[src/rtl/arm_run_ctrl.sv]
// arm_run_ctrl: run-control and register-watch block for the single-cycle ARM core.
// Produces the core clock-enable for free-run, bounded-cycle and single-step modes.
// It halts on abort, a register-value watchpoint, the cycle budget or counter
// saturation, and it reports the halt cause, sticky watch hits and commit counts.
module arm_run_ctrl #(
   parameter int DATA_W    = 32,
   parameter int RA_W      = 4,
   parameter int NUM_WATCH = 4,
   parameter int CNT_W     = 16
) (
   input  logic                        CLK,
   input  logic                        RESET_N,
   input  logic                        start,
   input  logic [1:0]                  mode,
   input  logic [CNT_W-1:0]            cycle_limit,
   input  logic                        step,
   input  logic                        abort,
   input  logic                        rf_we,
   input  logic [RA_W-1:0]             rf_wa,
   input  logic [DATA_W-1:0]           rf_wd,
   input  logic [NUM_WATCH-1:0]        watch_en,
   input  logic [NUM_WATCH*RA_W-1:0]   watch_addr,
   input  logic [NUM_WATCH*DATA_W-1:0] watch_val,
   output logic                        core_en,
   output logic                        running,
   output logic                        done,
   output logic [2:0]                  halt_cause,
   output logic [NUM_WATCH-1:0]        hit_vec,
   output logic [CNT_W-1:0]            cycle_cnt,
   output logic [CNT_W-1:0]            wr_cnt
);

   typedef enum logic [2:0] {
      S_IDLE      = 3'd0,
      S_RUN       = 3'd1,
      S_STEP_WAIT = 3'd2,
      S_STEP_EXEC = 3'd3,
      S_HALTED    = 3'd4
   } state_t;

   localparam logic [1:0] M_FREE    = 2'b00;
   localparam logic [1:0] M_BOUNDED = 2'b01;
   localparam logic [1:0] M_STEP    = 2'b10;

   localparam logic [2:0] C_NONE  = 3'd0;
   localparam logic [2:0] C_LIMIT = 3'd1;
   localparam logic [2:0] C_WATCH = 3'd2;
   localparam logic [2:0] C_ABORT = 3'd3;
   localparam logic [2:0] C_SAT   = 3'd4;

   localparam logic [CNT_W-1:0] CNT_MAX = '1;
   localparam logic [CNT_W-1:0] CNT_ONE = CNT_W'(1);

   state_t                 state_q, state_d;
   logic [1:0]             mode_q, mode_d;
   logic [CNT_W-1:0]       limit_q, limit_d;
   logic [CNT_W-1:0]       cycle_cnt_q, cycle_cnt_d;
   logic [CNT_W-1:0]       wr_cnt_q, wr_cnt_d;
   logic [NUM_WATCH-1:0]   hit_vec_q, hit_vec_d;
   logic [2:0]             halt_cause_q, halt_cause_d;
   // An abort that arrives together with an accepted start is remembered so the
   // run still halts after its first enabled cycle even if abort was a pulse.
   logic                   abort_pend_q, abort_pend_d;

   logic                   core_en_int;
   logic [NUM_WATCH-1:0]   watch_match;
   logic [CNT_W-1:0]       cnt_inc;
   logic                   abort_eff;
   logic [1:0]             mode_norm;

   // Clock-enable is a pure decode of state so an async reset drops it at once.
   assign core_en_int = (state_q == S_RUN) || (state_q == S_STEP_EXEC);

   // Per-entry watch comparators; only live on enabled (committing) cycles.
   genvar gi;
   generate
      for (gi = 0; gi < NUM_WATCH; gi++) begin : g_watch
         assign watch_match[gi] = core_en_int && rf_we && watch_en[gi] &&
                                  (rf_wa == watch_addr[gi*RA_W +: RA_W]) &&
                                  (rf_wd == watch_val[gi*DATA_W +: DATA_W]);
      end
   endgenerate

   assign cnt_inc   = cycle_cnt_q + CNT_ONE;
   assign abort_eff = abort || abort_pend_q;
   // Reserved mode encoding runs as free mode.
   assign mode_norm = (mode == 2'b11) ? M_FREE : mode;

   // Next-state, counter and status update logic.
   always_comb begin
      state_d      = state_q;
      mode_d       = mode_q;
      limit_d      = limit_q;
      cycle_cnt_d  = cycle_cnt_q;
      wr_cnt_d     = wr_cnt_q;
      hit_vec_d    = hit_vec_q;
      halt_cause_d = halt_cause_q;
      abort_pend_d = abort_pend_q;

      if (core_en_int) begin
         if (cycle_cnt_q != CNT_MAX) cycle_cnt_d = cnt_inc;
         if (rf_we && (wr_cnt_q != CNT_MAX)) wr_cnt_d = wr_cnt_q + CNT_ONE;
         hit_vec_d = hit_vec_q | watch_match;
      end

      case (state_q)
         S_IDLE, S_HALTED: begin
            if (start) begin
               mode_d       = mode_norm;
               limit_d      = cycle_limit;
               cycle_cnt_d  = '0;
               wr_cnt_d     = '0;
               hit_vec_d    = '0;
               halt_cause_d = C_NONE;
               abort_pend_d = abort;
               if (mode_norm == M_STEP) begin
                  state_d = S_STEP_WAIT;
               end else if ((mode_norm == M_BOUNDED) && (cycle_limit == '0)) begin
                  state_d      = S_HALTED;
                  halt_cause_d = C_LIMIT;
                  abort_pend_d = 1'b0;
               end else begin
                  state_d = S_RUN;
               end
            end
         end
         S_RUN, S_STEP_EXEC: begin
            abort_pend_d = 1'b0;
            if (abort_eff) begin
               state_d      = S_HALTED;
               halt_cause_d = C_ABORT;
            end else if (|watch_match) begin
               state_d      = S_HALTED;
               halt_cause_d = C_WATCH;
            end else if ((mode_q == M_BOUNDED) && (cnt_inc == limit_q)) begin
               state_d      = S_HALTED;
               halt_cause_d = C_LIMIT;
            end else if ((mode_q == M_FREE) && (cnt_inc == CNT_MAX)) begin
               state_d      = S_HALTED;
               halt_cause_d = C_SAT;
            end else if (state_q == S_STEP_EXEC) begin
               state_d = S_STEP_WAIT;
            end
         end
         S_STEP_WAIT: begin
            if (abort_eff) begin
               state_d      = S_HALTED;
               halt_cause_d = C_ABORT;
               abort_pend_d = 1'b0;
            end else if (step) begin
               state_d = S_STEP_EXEC;
            end
         end
         default: begin
            state_d = S_IDLE;
         end
      endcase
   end

   // State and status registers with asynchronous clear.
   always_ff @(posedge CLK or negedge RESET_N) begin
      if (!RESET_N) begin
         state_q      <= S_IDLE;
         mode_q       <= M_FREE;
         limit_q      <= '0;
         cycle_cnt_q  <= '0;
         wr_cnt_q     <= '0;
         hit_vec_q    <= '0;
         halt_cause_q <= C_NONE;
         abort_pend_q <= 1'b0;
      end else begin
         state_q      <= state_d;
         mode_q       <= mode_d;
         limit_q      <= limit_d;
         cycle_cnt_q  <= cycle_cnt_d;
         wr_cnt_q     <= wr_cnt_d;
         hit_vec_q    <= hit_vec_d;
         halt_cause_q <= halt_cause_d;
         abort_pend_q <= abort_pend_d;
      end
   end

   assign core_en    = core_en_int;
   assign running    = (state_q == S_RUN) || (state_q == S_STEP_WAIT) ||
                       (state_q == S_STEP_EXEC);
   assign done       = (state_q == S_HALTED);
   assign halt_cause = halt_cause_q;
   assign hit_vec    = hit_vec_q;
   assign cycle_cnt  = cycle_cnt_q;
   assign wr_cnt     = wr_cnt_q;

endmodule

[config.mk]
export PLATFORM = sky130hd
export DESIGN_NAME = arm_run_ctrl
export DESIGN_NICKNAME = d
export VERILOG_FILES = /design/src/rtl/arm_run_ctrl.sv
export SDC_FILE = /design/constraint.sdc
export NUM_CORES = 1
export LEC_CHECK = 0
export BUFFER_PORTS_ARGS = -buffer_cell sky130_fd_sc_hd__buf_4
export CORE_MARGIN = 5
export CORE_UTILIZATION = 30
export CTS_CLUSTER_DIAMETER = 80
export DETAILED_ROUTE_END_ITERATION = 7
export REMOVE_ABC_BUFFERS = 1
export SLEW_MARGIN = 0
export SYNTH_ARGS = -nofsm -noshare
export SYNTH_HDL_FRONTEND = slang
export SYNTH_SLANG_ARGS = --single-unit
[constraint.sdc]
create_clock -name CLK -period 3.4 [get_ports CLK]
set_input_delay 0.68 -clock CLK [delete_from_list [all_inputs] [get_ports CLK]]
set_output_delay 0.68 -clock CLK [all_outputs]
set_load 0.005 [all_outputs]
==> impl_metrics.csv <==
group,metric,value,unit
run_status,status,"finished clean",
power,power.leakage,0.00336,µW
power,p_per_area,414,mW/mm²
min_path,min_path_type,"in -> async",
detailed_routing,drt_iter0_markers,267,
final_layout,fin_area,0.00766,mm²
timing,finalSetupViolCount,0,
final_layout,final_nets,1067,
global_route,antenna_found_initial,4,
worst_setup_path,cp-start-kind,"flop",
synthesis,syn_inst,639,
timing,fin_crit,2.94,ns
detailed_routing,wirelength,21100,µm
global_route,track_usage,0.200,
clock_tree,cts_setup_buffers,0,
clock_tree,cts.repair.resized,0,
timing,rsz0062_at_grt,"no",
final_layout,layout-drive-gt1-share,0.333,
detailed_routing,drcViolationCount,0,
synthesis,ys_async_sr_fraction,1.00,
worst_setup_path,required,3.62,ns
timing,setup_tns,0,ns
synthesis,synth_area,0.00536,mm²
synthesis,muxShareOfSynthArea,0.0103,
synthesis,synth_edf_count,0,
timing,slew_headroom,0.468,
global_route,overflow,0,
floorplanning,die_w,144,µm
clock_tree,cts-root-buf,"clkbuf_16",
global_route,grt_pass1_vias,5590,
clock_tree,holdBufCountCts,0,
synthesis,yosys.cell_types.count,66,
floorplanning,num_io_pins,250,
worst_setup_path,worstPathArrival,3.15,ns
synthesis,synth-seq-area-share,0.285,
timing,period_share,0.863,
timing,skew,0.00901,ns
global_route,grt_pass1_wl,31200,µm
synthesis,yosysWarningCount,0,
clock_tree,cts_tree,"done",
place,placed_cells,1070,
clock_tree,clkSinkCount,61,
synthesis,avgSynthCellArea,8.38,µm²
floorplanning,die-area,0.0206,mm²
detailed_routing,via_per_inst,4.85,
synthesis,synth_top_area_cell,"dfrtp_1",
synthesis,yosysTopAreaCellShare,0.285,
synthesis,ys.flop_type,"dfrtp_1",
clock_tree,clock_latency,0.34,ns
floorplanning,initial_core_util,0.307,
detailed_routing,vias,5293,
clock_tree,cts_max_level,3,
floorplanning,dieHeight,144,µm
clock_tree,clockBufferDepth,2,
timing,fmax,0.341,GHz
final_layout,fin_util,0.440,
final_layout,layout.cells.non_filler,1091,
synthesis,yosys.area_share.simple,0.265,
worst_setup_path,crit_type,"reg -> reg",
run,drv_cap,0,
power,power,3180,µW
detailed_routing,final_antenna_net_count,0,
synthesis,synth-compound-area-share,0.0787,
detailed_routing,dr.pass1.iters,5,
place,place_hpwl,17800,µm
clock_tree,cts_made_buffers,9,
place,numPortBuffers,249,
timing,worst_pin_slew,0.798,ns
power,ir_worst_vdd,0.323,mV
final_layout,area_growth,43.1,%
worst_setup_path,cp_max_fo,8,
detailed_routing,routedWlPerCell,19.3,µm
worst_setup_path,critPathCaptureType,"flop",
timing,hold_viol_final,0,
place,postPlaceCellArea,0.00734,mm²
floorplanning,rows,48,
synthesis,ys_ff_latch,61,
floorplanning,core,0.0174,mm²
synthesis,synthTopCellsByArea,"dfrtp_1, xnor2_1, nand2_1",
synthesis,synth_top_family_by_area,"XOR/XNOR gates",
synthesis,synth_xor_area_frac,0.298,
synthesis,synthAdderAreaFrac,0.00888,
place,gp_congestion,0.917,
timing,slew_viol_final,0,
clock_tree,clk_pin_slew,0.05,ns
global_route,grt_max_degree,62,
==> final cells by class <==
type                            instances  area, µm²
Fill cell                            1830       9750
Multi-Input combinational cell        508       3540
Timing Repair Buffer                  254       1910
Sequential cell                        61       1530
Tap cell                              225        282
Clock buffer                           10        229
Clock inverter                          6       87.6
Inverter                               22       82.6
Antenna cell                            5       12.5
==> stage by stage <==
stage                     hold slack, ns  setup WS, ns
after global routing               0.522         0.262
after floorplan                    0.384         0.770
final                              0.433         0.465
after global placement             0.483         0.578
after detailed placement           0.484         0.470
after CTS                          0.473         0.450
==> worst max-delay path, cell delays in order (launching register included) <==
cell	delay (ns)
dfrtp_1	0.52
ha_1	0.38
nand3_2	0.20
nor4_4	0.52
a21oi_1	0.09
a211oi_1	0.19
nand4_1	0.14
nand4b_4	0.24
a31oi_4	0.22
mux2_4	0.31
==> per-layer routing <==
metal / track usage / vias to the layer above / routed length, µm
li1: - / 2604 / -
met1: 0.216 / 2458 / 7650
met2: 0.379 / 195 / 11200
met3: 0.0456 / 36 / 1340
met4: 0.0748 / 0 / 835
met5: 0 / - / 0
==> flip-flops by register name (all words and copies together), names as in the netlist <==
register	flops
hit_vec	4
abort_pend_q	1
wr_cnt	16
limit_q	16
mode_q	2
cycle_cnt	16
state_q	3
halt_cause	3
==> cell usage after synthesis (all sizes together), types with 3 or more instances <==
library cell	count
inv	21
a21oi	18
mux2i	4
nor4	20
nand4b	3
o22ai	5
a211oi	3
nand2b	8
dfrtp	61
ha	3
xor2	27
nor3	11
nand3	16
o31ai	3
and4	4
xnor2	155
nor2	42
nand4	44
or3	5
nand2	81
nor2b	4
and3	4
clkbuf	37
buf	11
o21ai	10
a311oi	3
and2	4
nor3b	3
==> final timing paths <==
kind | slack [ns] | endpoint | start | depth (start not counted)
max | 0.46 | halt_cause[1]$_DFFE_PN0P_ | cycle_cnt[0]$_DFF_PN0_ | 9
min | 0.43 | cycle_cnt[7]$_DFF_PN0_ | RESET_N | 1
max reg2reg | 0.46 | halt_cause[1]$_DFFE_PN0P_ | cycle_cnt[0]$_DFF_PN0_ | 9
min reg2reg | 0.50 | limit_q[9]$_DFFE_PN0P_ | limit_q[9]$_DFFE_PN0P_ | 2
max in group asynchronous | 2.44 | hit_vec[1]$_DFF_PN0_ | RESET_N | 1
min in group CLK | 0.50 | limit_q[9]$_DFFE_PN0P_ | limit_q[9]$_DFFE_PN0P_ | 2
==> placed cells by master, fill, tap and decap left out, types with 5 or more instances in the layout <==
cell type    n
dfrtp_1     61
o21ai_0     10
clkbuf_16    9
xor2_1      27
nor4_1      16
nand4_1     42
nand3_1     14
xnor2_1    155
a21oi_1     18
buf_4      254
inv_1       21
nand2b_1     8
nor2_1      41
nand2_1     80
diode_2      5
or3_1        5
nor3_1       9
==> cell families (layout without fill, tap and decap cells) <==
group           Yosys count  in the layout
simple gates            256            256
xor+xnor                182            182
buf+inv                  70            292
compound gates           61             61
flops                    61             61
mux                       5              5
fa+ha+maj                 4              4
other cells               0              5
==> where the power goes <==
group	internal (µW)	switching, µW
registers	861	146
logic	590	604
clock network	640	336
total	2090	1090
No activity file was read; power rests on OpenSTA's default activity.
